$ cat config.mk
export PLATFORM = sky130hd
export DESIGN_NAME = datamem_responder
export DESIGN_NICKNAME = d
export VERILOG_FILES = /design/src/rtl/datamem_responder.sv
export SDC_FILE = /design/constraint.sdc
export NUM_CORES = 1
export LEC_CHECK = 0
export CORE_UTILIZATION = 52
export DETAILED_ROUTE_END_ITERATION = 8
export PLACE_DENSITY = 0.75
export SLEW_MARGIN = 15
export SYNTH_ARGS = -nofsm -noshare
export SYNTH_HDL_FRONTEND = slang
export SYNTH_SLANG_ARGS = --single-unit
$ cat constraint.sdc
create_clock -name CLK -period 8.9 [get_ports CLK]
set_input_delay 0.89 -clock CLK [delete_from_list [all_inputs] [get_ports CLK]]
set_output_delay 0.89 -clock CLK [all_outputs]
set_load 0.005 [all_outputs]
$ cat src/rtl/datamem_responder.sv
// Data-memory responder: posted write buffer with load forwarding in front of
// a single-port SRAM reached through a req/ack handshake.
module datamem_responder #(
  parameter int ADDR_W = 8,
  parameter int DEPTH  = 4
) (
  input  logic              CLK,
  input  logic              RST_N,
  input  logic              MW_CPU_ON,
  input  logic [15:0]       WADDR_CPU,
  input  logic [15:0]       DATA_OUT_CPU,
  input  logic              MR_CPU_ON,
  input  logic [15:0]       RADDR_CPU,
  output logic [15:0]       DATA_IN_CPU,
  output logic              RDATA_VALID,
  output logic              MEM_BUSY,
  output logic              SRAM_REQ,
  output logic              SRAM_WE,
  output logic [ADDR_W-1:0] SRAM_ADDR,
  output logic [15:0]       SRAM_WDATA,
  input  logic              SRAM_ACK,
  input  logic [15:0]       SRAM_RDATA
);

  localparam int PTR_W = $clog2(DEPTH);
  localparam int CNT_W = PTR_W + 1;

  localparam logic [1:0] S_IDLE = 2'd0;
  localparam logic [1:0] S_WR   = 2'd1;
  localparam logic [1:0] S_RD   = 2'd2;

  logic [ADDR_W-1:0] buf_addr [DEPTH];
  logic [15:0]       buf_data [DEPTH];
  logic [PTR_W-1:0]  head;
  logic [PTR_W-1:0]  tail;
  logic [CNT_W-1:0]  count;
  logic [1:0]        state;
  logic              rd_pending;
  logic [ADDR_W-1:0] rd_addr;

  logic              full;
  logic              enq;
  logic              deq;
  logic              ld_req;
  logic              hit;
  logic [15:0]       hit_data;
  logic [PTR_W-1:0]  idx;
  logic [ADDR_W-1:0] waddr;
  logic [ADDR_W-1:0] raddr;
  logic              unused_addr_bits;

  assign waddr            = WADDR_CPU[ADDR_W-1:0];
  assign raddr            = RADDR_CPU[ADDR_W-1:0];
  assign unused_addr_bits = ^{WADDR_CPU[15:ADDR_W], RADDR_CPU[15:ADDR_W]};

  assign full     = (count == CNT_W'(DEPTH));
  assign enq      = MW_CPU_ON & ~full;
  assign deq      = (state == S_WR) & SRAM_ACK;
  assign ld_req   = MR_CPU_ON & ~rd_pending;
  assign MEM_BUSY = (MW_CPU_ON & full) | rd_pending;

  // Scan oldest to youngest so the last match wins; the same-cycle store is youngest of all.
  always_comb begin
    hit      = 1'b0;
    hit_data = '0;
    idx      = '0;
    for (int k = 0; k < DEPTH; k++) begin
      idx = head + PTR_W'(k);
      if ((CNT_W'(k) < count) && (buf_addr[idx] == raddr)) begin
        hit      = 1'b1;
        hit_data = buf_data[idx];
      end
    end
    if (enq && (waddr == raddr)) begin
      hit      = 1'b1;
      hit_data = DATA_OUT_CPU;
    end
  end

  // Buffer storage is not reset: entries are only meaningful while count covers them.
  always_ff @(posedge CLK) begin
    if (enq) begin
      buf_addr[tail] <= waddr;
      buf_data[tail] <= DATA_OUT_CPU;
    end
  end

  always_ff @(posedge CLK or negedge RST_N) begin
    if (!RST_N) begin
      head  <= '0;
      tail  <= '0;
      count <= '0;
    end else begin
      if (enq) tail <= tail + 1'b1;
      if (deq) head <= head + 1'b1;
      if (enq && !deq)      count <= count + 1'b1;
      else if (!enq && deq) count <= count - 1'b1;
    end
  end

  // A miss may bypass older buffered stores because none of them match its address.
  always_ff @(posedge CLK or negedge RST_N) begin
    if (!RST_N) begin
      state       <= S_IDLE;
      rd_pending  <= 1'b0;
      rd_addr     <= '0;
      SRAM_REQ    <= 1'b0;
      SRAM_WE     <= 1'b0;
      SRAM_ADDR   <= '0;
      SRAM_WDATA  <= '0;
      DATA_IN_CPU <= '0;
      RDATA_VALID <= 1'b0;
    end else begin
      RDATA_VALID <= 1'b0;
      if (ld_req) begin
        if (hit) begin
          DATA_IN_CPU <= hit_data;
          RDATA_VALID <= 1'b1;
        end else begin
          rd_addr    <= raddr;
          rd_pending <= 1'b1;
        end
      end
      case (state)
        S_IDLE: begin
          if (rd_pending) begin
            state     <= S_RD;
            SRAM_REQ  <= 1'b1;
            SRAM_WE   <= 1'b0;
            SRAM_ADDR <= rd_addr;
          end else if (count != '0) begin
            state      <= S_WR;
            SRAM_REQ   <= 1'b1;
            SRAM_WE    <= 1'b1;
            SRAM_ADDR  <= buf_addr[head];
            SRAM_WDATA <= buf_data[head];
          end
        end
        S_WR: begin
          if (SRAM_ACK) begin
            state    <= S_IDLE;
            SRAM_REQ <= 1'b0;
          end
        end
        S_RD: begin
          if (SRAM_ACK) begin
            state       <= S_IDLE;
            SRAM_REQ    <= 1'b0;
            DATA_IN_CPU <= SRAM_RDATA;
            RDATA_VALID <= 1'b1;
            rd_pending  <= 1'b0;
          end
        end
        default: begin
          state    <= S_IDLE;
          SRAM_REQ <= 1'b0;
        end
      endcase
    end
  end

endmodule

==> results of run 1 <==
through the flow:
step	instances	hold slack [ns]
floorplan	701	0.4728
global placement	983	0.4647
detailed placement	983	0.4697
CTS	1015	0.4836
global route	1015	0.5012
finish	1015	0.4793
cell usage after synthesis (5+ instances only):
cell,instances,area [sq um]
xor2_1,11,96.34
nor4_1,6,37.54
and3_1,18,112.6
dfrtp_1,61,1526
or3_1,5,31.28
o221ai_1,10,87.58
nand3_1,8,40.04
clkbuf_1,21,78.83
buf_6,5,56.30
mux4_2,75,1689
ha_1,12,150.1
nor2_1,17,63.81
mux2i_1,66,660.6
inv_1,8,30.03
nor4bb_1,5,50.05
and2_1,7,43.79
xnor2_1,31,271.5
a21oi_1,22,110.1
nand2_1,59,221.5
a22o_1,6,52.55
mux2_2,46,518.0
nor4b_1,5,43.79
edfxtp_1,96,2883
buf_2,16,80.08
o21ai_0,12,60.06
buf_4,6,45.04
a221oi_1,8,70.07
metal layers:
| layer | global-route usage | wire, um |
|---|---|---|
| met1 | 0.3316 | 9524 |
| met3 | 0.06027 | 1688 |
| met2 | 0.4004 | 11220 |
| met5 | 0 | 0 |
| met4 | 0.08279 | 414 |
cell type report:
| type | instances | share of cell area |
|---|---|---|
| Tap cell | 229 | 0.02547 |
| Sequential cell | 157 | 0.3926 |
| Timing Repair Buffer | 106 | 0.09164 |
| Clock buffer | 18 | 0.03815 |
| Multi-Input combinational cell | 482 | 0.4373 |
| Inverter | 9 | 0.003003 |
| Clock inverter | 14 | 0.01190 |
path summary, 6_finish.rpt:
check / startpoint / end / slack [ns] / cells after the start
hold / removal: SRAM_ADDR[6]$_DFFE_PN0P_ / SRAM_ADDR[6]$_DFFE_PN0P_ / 0.48 / 2
max in group asynchronous: RST_N / head[0]$_DFFE_PN0P_ / 7.63 / 2
hold reg to reg: SRAM_ADDR[6]$_DFFE_PN0P_ / SRAM_ADDR[6]$_DFFE_PN0P_ / 0.48 / 2
setup / recovery: head[0]$_DFFE_PN0P_ / DATA_IN_CPU[6]$_DFF_PN0_ / 3.69 / 9
setup reg to reg: head[0]$_DFFE_PN0P_ / DATA_IN_CPU[6]$_DFF_PN0_ / 3.69 / 9
min in group asynchronous: RST_N / DATA_IN_CPU[6]$_DFF_PN0_ / 0.60 / 2
sequential cells by signal (all words and copies together), names as in the netlist:
name         count
buf_data        64
buf_addr        32
DATA_IN_CPU     16
SRAM_WDATA      16
SRAM_ADDR        8
rd_addr          8
count            3
head             2
state            2
tail             2
RDATA_VALID      1
SRAM_REQ         1
SRAM_WE          1
rd_pending       1
power breakdown:
part,switching [uW],internal (uW),total [uW],leakage (uW)
clock,314,389,703,0.000265
sequential,271,1020,1290,0.00161
combinational,698,916,1610,0.00241
total,1280,2330,3610,0.00428
logic make-up after synthesis:
| group | after synthesis |
|---|---|
| multiplexers | 191 |
| AND/OR/NAND/NOR | 158 |
| flip-flops | 157 |
| AO/OA/AOI/OAI | 79 |
| buffers and inverters | 62 |
| XOR/XNOR | 42 |
| adder cells (fa/ha/maj) | 12 |
worst register-to-register path: cells and delay by family (launching register included):
kind | cells | cell delay, ns
AOI/OAI and AO/OA | 3 | 1.67
DFF | 1 | 0.95
xor gates and xnor gates | 1 | 0.15
and+or+nand+nor | 2 | 0.66
muxes | 2 | 0.77
buffers and inverters | 1 | 0.87
==> flow_summary.yaml, run 1 <==
clock_network:
  postCtsResizedCells: 0
  holdBufCountCts: 0
  cts-root-buf: "clkbuf_16"
  cts_setup_buffers: 0
  cts.sinks: 157
  htreeDepth: 4
  clk_pin_slew_ns: 0.07
  cts_tree: "done"
  worstSkewPairLatency_ns: 0.44
  cts_buffers: 17
  clk_path_buf_depth: 2
grt:
  grt_start_max_net_pins: 69
  grtUsageTotal: 0.2480
  grt.overflow.total: 0
  grt_pass1_wl_um: 36090
  antenna_found_initial: 0
  first_global_vias: 6477
setup_path:
  critical_path_class: "reg2reg"
  critical_path.cell_chain: "buf_4 -> mux4_2 -> xnor2_1 -> and3_1 -> o2111ai_1 -> o31ai_2 -> nor2_1 -> a21oi_1 -> mux2i_1"
  cp.arrival_ns: 5.50
  critPathBufInv: 1
  required_ns: 9.19
  start_kind: "flip-flop"
  slowest_delay_ns: 0.95
  crit_family: "compound AO/OA/AOI/OAI gates"
  worstSetupEndpointType: "flip-flop"
  critical_path_peak_fanout: 68
  critPathSlowestCell: "dfrtp_4"
logic_synthesis:
  synth_top_family_by_area: "multiplexers"
  synth_mux_area_frac: 0.3057
  syn_nets: 782
  synth_area_sq_um: 9638
  synthXorXnorAreaFrac: 0.03817
  ys_ff_latch: 157
  seq_area_frac_synth: 0.4575
  syn_avg_cell_area_sq_um: 13.75
  netlist_instances: 701
  synth_edf_count: 96
  yosysUniqueCellTypes: 63
  synth-compound-area-share: 0.05764
  synth-main-ff-cell: "edfxtp_1"
  ys_warn_count: 0
  synthAdderAreaFrac: 0.01558
  ys_async_sr_fraction: 0.3885
  synthSimpleGateAreaFrac: 0.09126
detailed_routing:
  routed_wl_um: 22850
  drt_pass1_iterations: 9
  routedWlPerCell_um: 22.51
  ant_nets: 0
  avgViaCountPerCell: 6.419
  drt_iter0_drc: 545
  vias: 6515
  drc: 18
die:
  die_w_um: 138.1
  io_pins: 113
  start_util: 0.5329
  core_sq_um: 18090
  dieArea_sq_um: 19080
  die_y_um: 138.1
  placementRows: 49
power:
  peakVddDrop_mv: 0.1389
  power.density_nw_per_um2: 320.8
  leakagePower_uw: 0.004279
  power_uw: 3609
finish:
  layout_commonest_cell: "edfxtp_1"
  areaGrowthSynthToFinish_pct: 16.73
  regArea_sq_um: 4417
  multiInputGateArea_sq_um: 4920
  fill_cells: 1308
  finalNetCount: 854
  final_util: 0.6221
  drive_gt1_frac: 0.2252
  design_area_sq_um: 11250
  final_cell_mix: "96 x edfxtp_1, 95 x clkdlybuf4s50_1, 75 x mux4_2"
  antenna_cells: 0
run_status:
  violations: "design-rule violations"
  status: "finished, violations left"
sta:
  finalClockSkew_ns: 0.01149
  hold_viol_final: 0
  fin_crit_ns: 5.207
  worst_pin_slew_ns: 1.184
  setup_ws_ns: 3.693
  period_share: 0.5851
  fmax_mhz: 192.1
  setup_tns_ns: 0
  timing.final.max_slew_violations: 0
  rsz0062_at_grt: "no"
  setup_viol: 0
  slew_headroom: 0.2050
place:
  place_ws_ns: 3.703
  post_dp_cell_area_sq_um: 10690
  gp_congestion: 0.8327
  port_buffers: 96
  detailed_place_hpwl_um: 15610
flow_run:
  drv_cap: 0
hold_path:
  hp-class: "reg2reg"
Power figures use the tool's default switching activity.
==> run 2: changes to the inputs <==
clock period = 5.13 ns   (was 8.9 ns; I/O delays follow)
==> run 2 against run 1 <==
The run still ends with design-rule violations left. First-iteration DRC count is 2.2% lower. Wire length is 0.45% lower. Global-route usage is 0.073 points lower. Sequential cell count stayed put. Via count is 1.4% higher. Clock skew is 0.0022 ns lower. Utilization is 0.53 points higher. Combinational power is 80% higher. Maximum frequency is 23% higher. Sequential power is 68% higher. Non-clock buffer count is 7 higher. Largest power group unchanged. Highest routed layer unchanged.
==> flow_summary.yaml, run 2 (same netlist as run 1, synthesis figures left out) <==
grt:
  first_global_vias: 6695
  grt_start_max_net_pins: 62
  antenna_found_initial: 0
  grt_pass1_wl_um: 36180
  grtUsageTotal: 0.2473
  grt.overflow.total: 0
place:
  gp_congestion: 0.9223
  post_dp_cell_area_sq_um: 10740
  port_buffers: 96
  detailed_place_hpwl_um: 15880
setup_path:
  reg2reg_depth: 9
  critical_path_peak_fanout: 52
  cp_common_cell: "buf_4"
  start_kind: "flip-flop"
  critical_path_class: "reg2reg"
  slowest_delay_ns: 0.92
  worstSetupEndpointType: "flip-flop"
  rr_endpoint: "rd_addr[5]$_DFFE_PN0P_"
  cp.arrival_ns: 4.54
  critPathSlowestCell: "dfrtp_4"
  r2r_slack_ns: 0.90
  r2r-start: "head[1]$_DFFE_PN0P_"
  critical_path.cell_chain: "buf_4 -> mux4_2 -> xnor2_1 -> o2111ai_1 -> nor4_4 -> buf_4 -> or3b_1 -> nor3_4 -> mux2_2"
  required_ns: 5.44
die:
  die_w_um: 138.1
  dieArea_sq_um: 19080
  start_util: 0.5329
  core_sq_um: 18090
  io_pins: 113
  placementRows: 49
  die_y_um: 138.1
finish:
  largest_reg_flops: 64
  drive_gt1_frac: 0.2308
  final_util: 0.6273
  areaGrowthSynthToFinish_pct: 17.72
  antenna_cells: 0
  design_area_sq_um: 11350
  fill_cells: 1285
  final_cell_mix: "96 x edfxtp_1, 95 x clkdlybuf4s50_1, 75 x mux4_2"
  reg_top3: "buf_data (64), buf_addr (32)"
  layout_commonest_cell: "edfxtp_1"
  multiInputGateArea_sq_um: 4915
  finalNetCount: 861
  regMostFlops: "buf_data"
  regArea_sq_um: 4417
sta:
  worst_pin_slew_ns: 0.9913
  setup_viol: 0
  fmax_mhz: 236.7
  setup_tns_ns: 0
  finalClockSkew_ns: 0.009296
  slew_headroom: 0.3347
  hold_viol_final: 0
  timing.final.max_slew_violations: 0
  fin_crit_ns: 4.225
  period_share: 0.8236
  rsz0062_at_grt: "no"
clock_network:
  cts.sinks: 157
  cts_setup_buffers: 0
  postCtsResizedCells: 0
  htreeDepth: 4
  clk_path_buf_depth: 2
  clk_pin_slew_ns: 0.07
  cts_buffers: 17
  cts_tree: "done"
  cts-root-buf: "clkbuf_16"
  holdBufCountCts: 0
  worstSkewPairLatency_ns: 0.43
detailed_routing:
  drc: 18
  routed_wl_um: 22750
  routedWlPerCell_um: 22.26
  drt_iter0_drc: 533
  drt_pass1_iterations: 7
  avgViaCountPerCell: 6.463
  vias: 6605
  ant_nets: 0
flow_run:
  drv_cap: 0
run_status:
  violations: "design-rule violations"
  status: "finished, violations left"
power:
  peakVddDrop_mv: 0.2913
  leakagePower_uw: 0.004333
  power.density_nw_per_um2: 561.2
hold_path:
  hp-class: "in2async"
run 2: cell types whose count changed in the layout (fill, tap and decap cells not counted), sizes merged:
cell	previous run	this run
clkbuf	18	17
inv	12	14
bufinv	1	3
buf	11	18
clkinv	6	3
run 2: worst max path at each step:
stage                                          end  depth (start not counted)           startpoint
final                       rd_addr[5]$_DFFE_PN0P_                          9  head[1]$_DFFE_PN0P_
after global routing        rd_addr[5]$_DFFE_PN0P_                          9  head[1]$_DFFE_PN0P_
after CTS                   rd_addr[5]$_DFFE_PN0P_                          9  head[1]$_DFFE_PN0P_
after detailed placement    rd_addr[5]$_DFFE_PN0P_                          9  head[1]$_DFFE_PN0P_
after global placement      rd_addr[4]$_DFFE_PN0P_                          9  head[1]$_DFFE_PN0P_
after floorplan           DATA_IN_CPU[9]$_DFF_PN0_                         11  head[0]$_DFFE_PN0P_
run 2: final cells by class:
cell class	count	area share
Multi-Input combinational cell	482	0.4332
Sequential cell	157	0.3893
Timing Repair Buffer	113	0.09550
Clock buffer	17	0.03749
Tap cell	229	0.02525
Clock inverter	15	0.01632
Inverter	9	0.002977
run 2: worst max-delay path: cells and delay by family, from the launching register on:
kind	cells	cell delay [ns]
AND/OR/NAND/NOR	3	1.13
XOR/XNOR	1	0.14
multiplexers	2	0.80
buffers and inverters	2	0.82
AO/OA/AOI/OAI	1	0.19
flip-flops	1	0.92
run 2: power breakdown:
group	internal (uW)	switching [uW]
Sequential	1770	398
Clock	773	534
Combinational	1600	1290
Total	4150	2220
run 2: stage by stage:
stage          setup slack [ns]  cells  power, uW  hold WS (ns)
2_1_floorplan             2.176    701       4199        0.2174
3_3_place_gp              1.073    990       4938        0.4635
3_5_place_dp             0.9524    990       5078        0.4797
4_1_cts                  0.9333   1022       6393        0.2697
5_1_grt                  0.7548   1022       6714        0.3221
6_report                 0.9049   1022       6367        0.2372
run 2: routing by layer:
layer	vias up	routed length [um]	track usage
met3	42	1704	0.04434
met4	0	416	0.07333
li1	2906	-	-
met2	269	11220	0.4100
met5	-	0	0
met1	3388	9404	0.3353
==> run 3: changes to the inputs <==
PLACE_DENSITY = 0.78   (was 0.75)
clock period = 3.6 ns   (was 5.13 ns; I/O delays follow)
==> run 3 against run 2 <==
The flow still finishes with violations (design-rule violations). Utilization increased by 0.93 points. Via count increased by 2.5%. Maximum frequency increased by 25%. Sequential share of layout area decreased by 0.57 points. Sequential cell count unchanged. Non-clock buffer count increased by 17. Clock skew increased by 0.0014 ns. Count of clock-buffer cells in the layout increased by 5. Total power increased by 45%. Register-to-register slack got worse by 0.68 ns. Sequential power increased by 38%. Critical path type unchanged. Largest power group unchanged.
==> flow_summary.yaml, run 3 (same netlist as run 1, synthesis figures left out) <==
detailed_routing:
  vias: 6771
  drt_pass1_iterations: 7
  routed_wl_um: 24330
  drc: 20
  ant_nets: 0
  routedWlPerCell_um: 23.42
  drt_iter0_drc: 728
  avgViaCountPerCell: 6.517
die:
  die_w_um: 138.1
  start_util: 0.5329
  io_pins: 113
  die_y_um: 138.1
  dieArea_sq_um: 19080
  placementRows: 49
  core_sq_um: 18090
setup_path:
  critical_path_peak_fanout: 15
  critical_path.cell_chain: "mux4_2 -> xnor2_1 -> o21a_1 -> o21ai_1 -> or4_4 -> mux2_2 -> a221oi_1 -> mux2i_1"
  slowest_delay_ns: 0.70
  worstSetupEndpointType: "flip-flop"
  required_ns: 3.89
  critPathSlowestCell: "or4_4"
  start_kind: "flip-flop"
  critical_path_class: "reg2reg"
  cp.arrival_ns: 3.67
run_status:
  status: "finished, violations left"
  violations: "design-rule violations"
sta:
  timing.final.max_slew_violations: 0
  fin_crit_ns: 3.377
  setup_tns_ns: 0
  period_share: 0.9380
  whs_ns: 0.1074
  slew_headroom: 0.2696
  rsz0062_at_grt: "no"
  hold_viol_final: 0
  fmax_mhz: 296.1
  worst_pin_slew_ns: 1.088
  setup_viol: 0
  finalClockSkew_ns: 0.01066
power:
  p_seq_frac: 0.325
  peakVddDrop_mv: 0.4882
  intPower_uw: 5966
  swShare: 0.3537
  power_uw: 9232
  power.density_nw_per_um2: 801.8
  power.share.clock: 0.200
  combPwrFrac: 0.475
  leakagePower_uw: 0.004446
  switchingPower_uw: 3266
finish:
  areaGrowthSynthToFinish_pct: 19.47
  regMostFlops: "buf_data"
  fill_cells: 1283
  drive_gt1_frac: 0.2531
  final_cell_mix: "96 x edfxtp_1, 95 x clkdlybuf4s50_1, 75 x mux4_2"
  largest_reg_flops: 64
  final_util: 0.6367
  reg_top3: "buf_data (64), buf_addr (32)"
  antenna_cells: 0
  finalNetCount: 878
  design_area_sq_um: 11510
  layout_commonest_cell: "edfxtp_1"
grt:
  grtUsageTotal: 0.2617
  antenna_found_initial: 0
  grt_pass1_wl_um: 38160
  first_global_vias: 6783
  grt_start_max_net_pins: 66
  grt.overflow.total: 0
place:
  detailed_place_hpwl_um: 16770
  port_buffers: 96
  gp_congestion: 0.8514
  post_dp_cell_area_sq_um: 10860
clock_network:
  clk_pin_slew_ns: 0.06
  cts.sinks: 157
  cts_tree: "done"
  clk_path_buf_depth: 2
  cts-root-buf: "clkbuf_16"
  htreeDepth: 4
  worstSkewPairLatency_ns: 0.43
  cts_buffers: 17
hold_path:
  hp-class: "in2async"
flow_run:
  drv_cap: 0
-- run 3: final cells by class --
| type | instances | area [sq um] | share of cell area |
|---|---|---|---|
| Clock buffer | 22 | 510.5 | 0.04433 |
| Sequential cell | 157 | 4417 | 0.3836 |
| Timing Repair Buffer | 130 | 1244 | 0.1080 |
| Multi-Input combinational cell | 482 | 4927 | 0.4279 |
| Tap cell | 229 | 286.5 | 0.02488 |
| Inverter | 9 | 33.78 | 0.002934 |
| Clock inverter | 10 | 96.34 | 0.008367 |
-- run 3: worst paths after layout --
kind | from | to | slack (ns) | cells past startpoint
worst max-delay path | head[1]$_DFFE_PN0P_ | DATA_IN_CPU[4]$_DFF_PN0_ | 0.22 | 8
worst min-delay path | RST_N | tail[1]$_DFFE_PN0P_ | 0.11 | 1
worst max register to register | head[1]$_DFFE_PN0P_ | DATA_IN_CPU[4]$_DFF_PN0_ | 0.22 | 8
worst min register to register | SRAM_ADDR[3]$_DFFE_PN0P_ | SRAM_ADDR[3]$_DFFE_PN0P_ | 0.48 | 2
max in group asynchronous | RST_N | SRAM_WDATA[10]$_DFFE_PN0P_ | 2.59 | 2
min in group CLK | SRAM_ADDR[3]$_DFFE_PN0P_ | SRAM_ADDR[3]$_DFFE_PN0P_ | 0.48 | 2
-- run 3: through the flow --
stage	setup WS, ns	cells
global route	0.06127	1039
global placement	0.1150	1005
finish	0.2232	1039
floorplan	0.6464	701
detailed placement	0.08296	1005
CTS	0.07091	1037
-- run 3: metal layers --
metal / wire length [um] / vias up / global-route usage
li1: - / 2935 / -
met1: 10300 / 3468 / 0.3726
met2: 11570 / 337 / 0.4087
met3: 2104 / 31 / 0.05265
met4: 350 / 0 / 0.07924
met5: 0 / - / 0
-- run 3: repair_timing --
item / 4_1_cts / 5_1_grt
buffers inserted: 0 / 2
setup endpoints to repair: 0 / 6
hold buffers: 0 / 0
resized for setup: 0 / 3
-- run 3: power by group through the flow --
stage          combinational [uW]  sequential, uW  clock, uW
2_1_floorplan                3140            2850          0
3_5_place_dp                 4270            3060          0
6_report                     4380            3000       1840
5_1_grt                      4720            3070       1920
4_1_cts                      4300            3030       1850
3_3_place_gp                 4110            2990          0
-- run 3: critical path, delay by kind of cell, from the launching register on --
kind	cells	cell delay, ns
simple gates	1	0.70
mux	3	1.03
compound gates	3	0.69
xor+xnor	1	0.24
flops	1	0.56
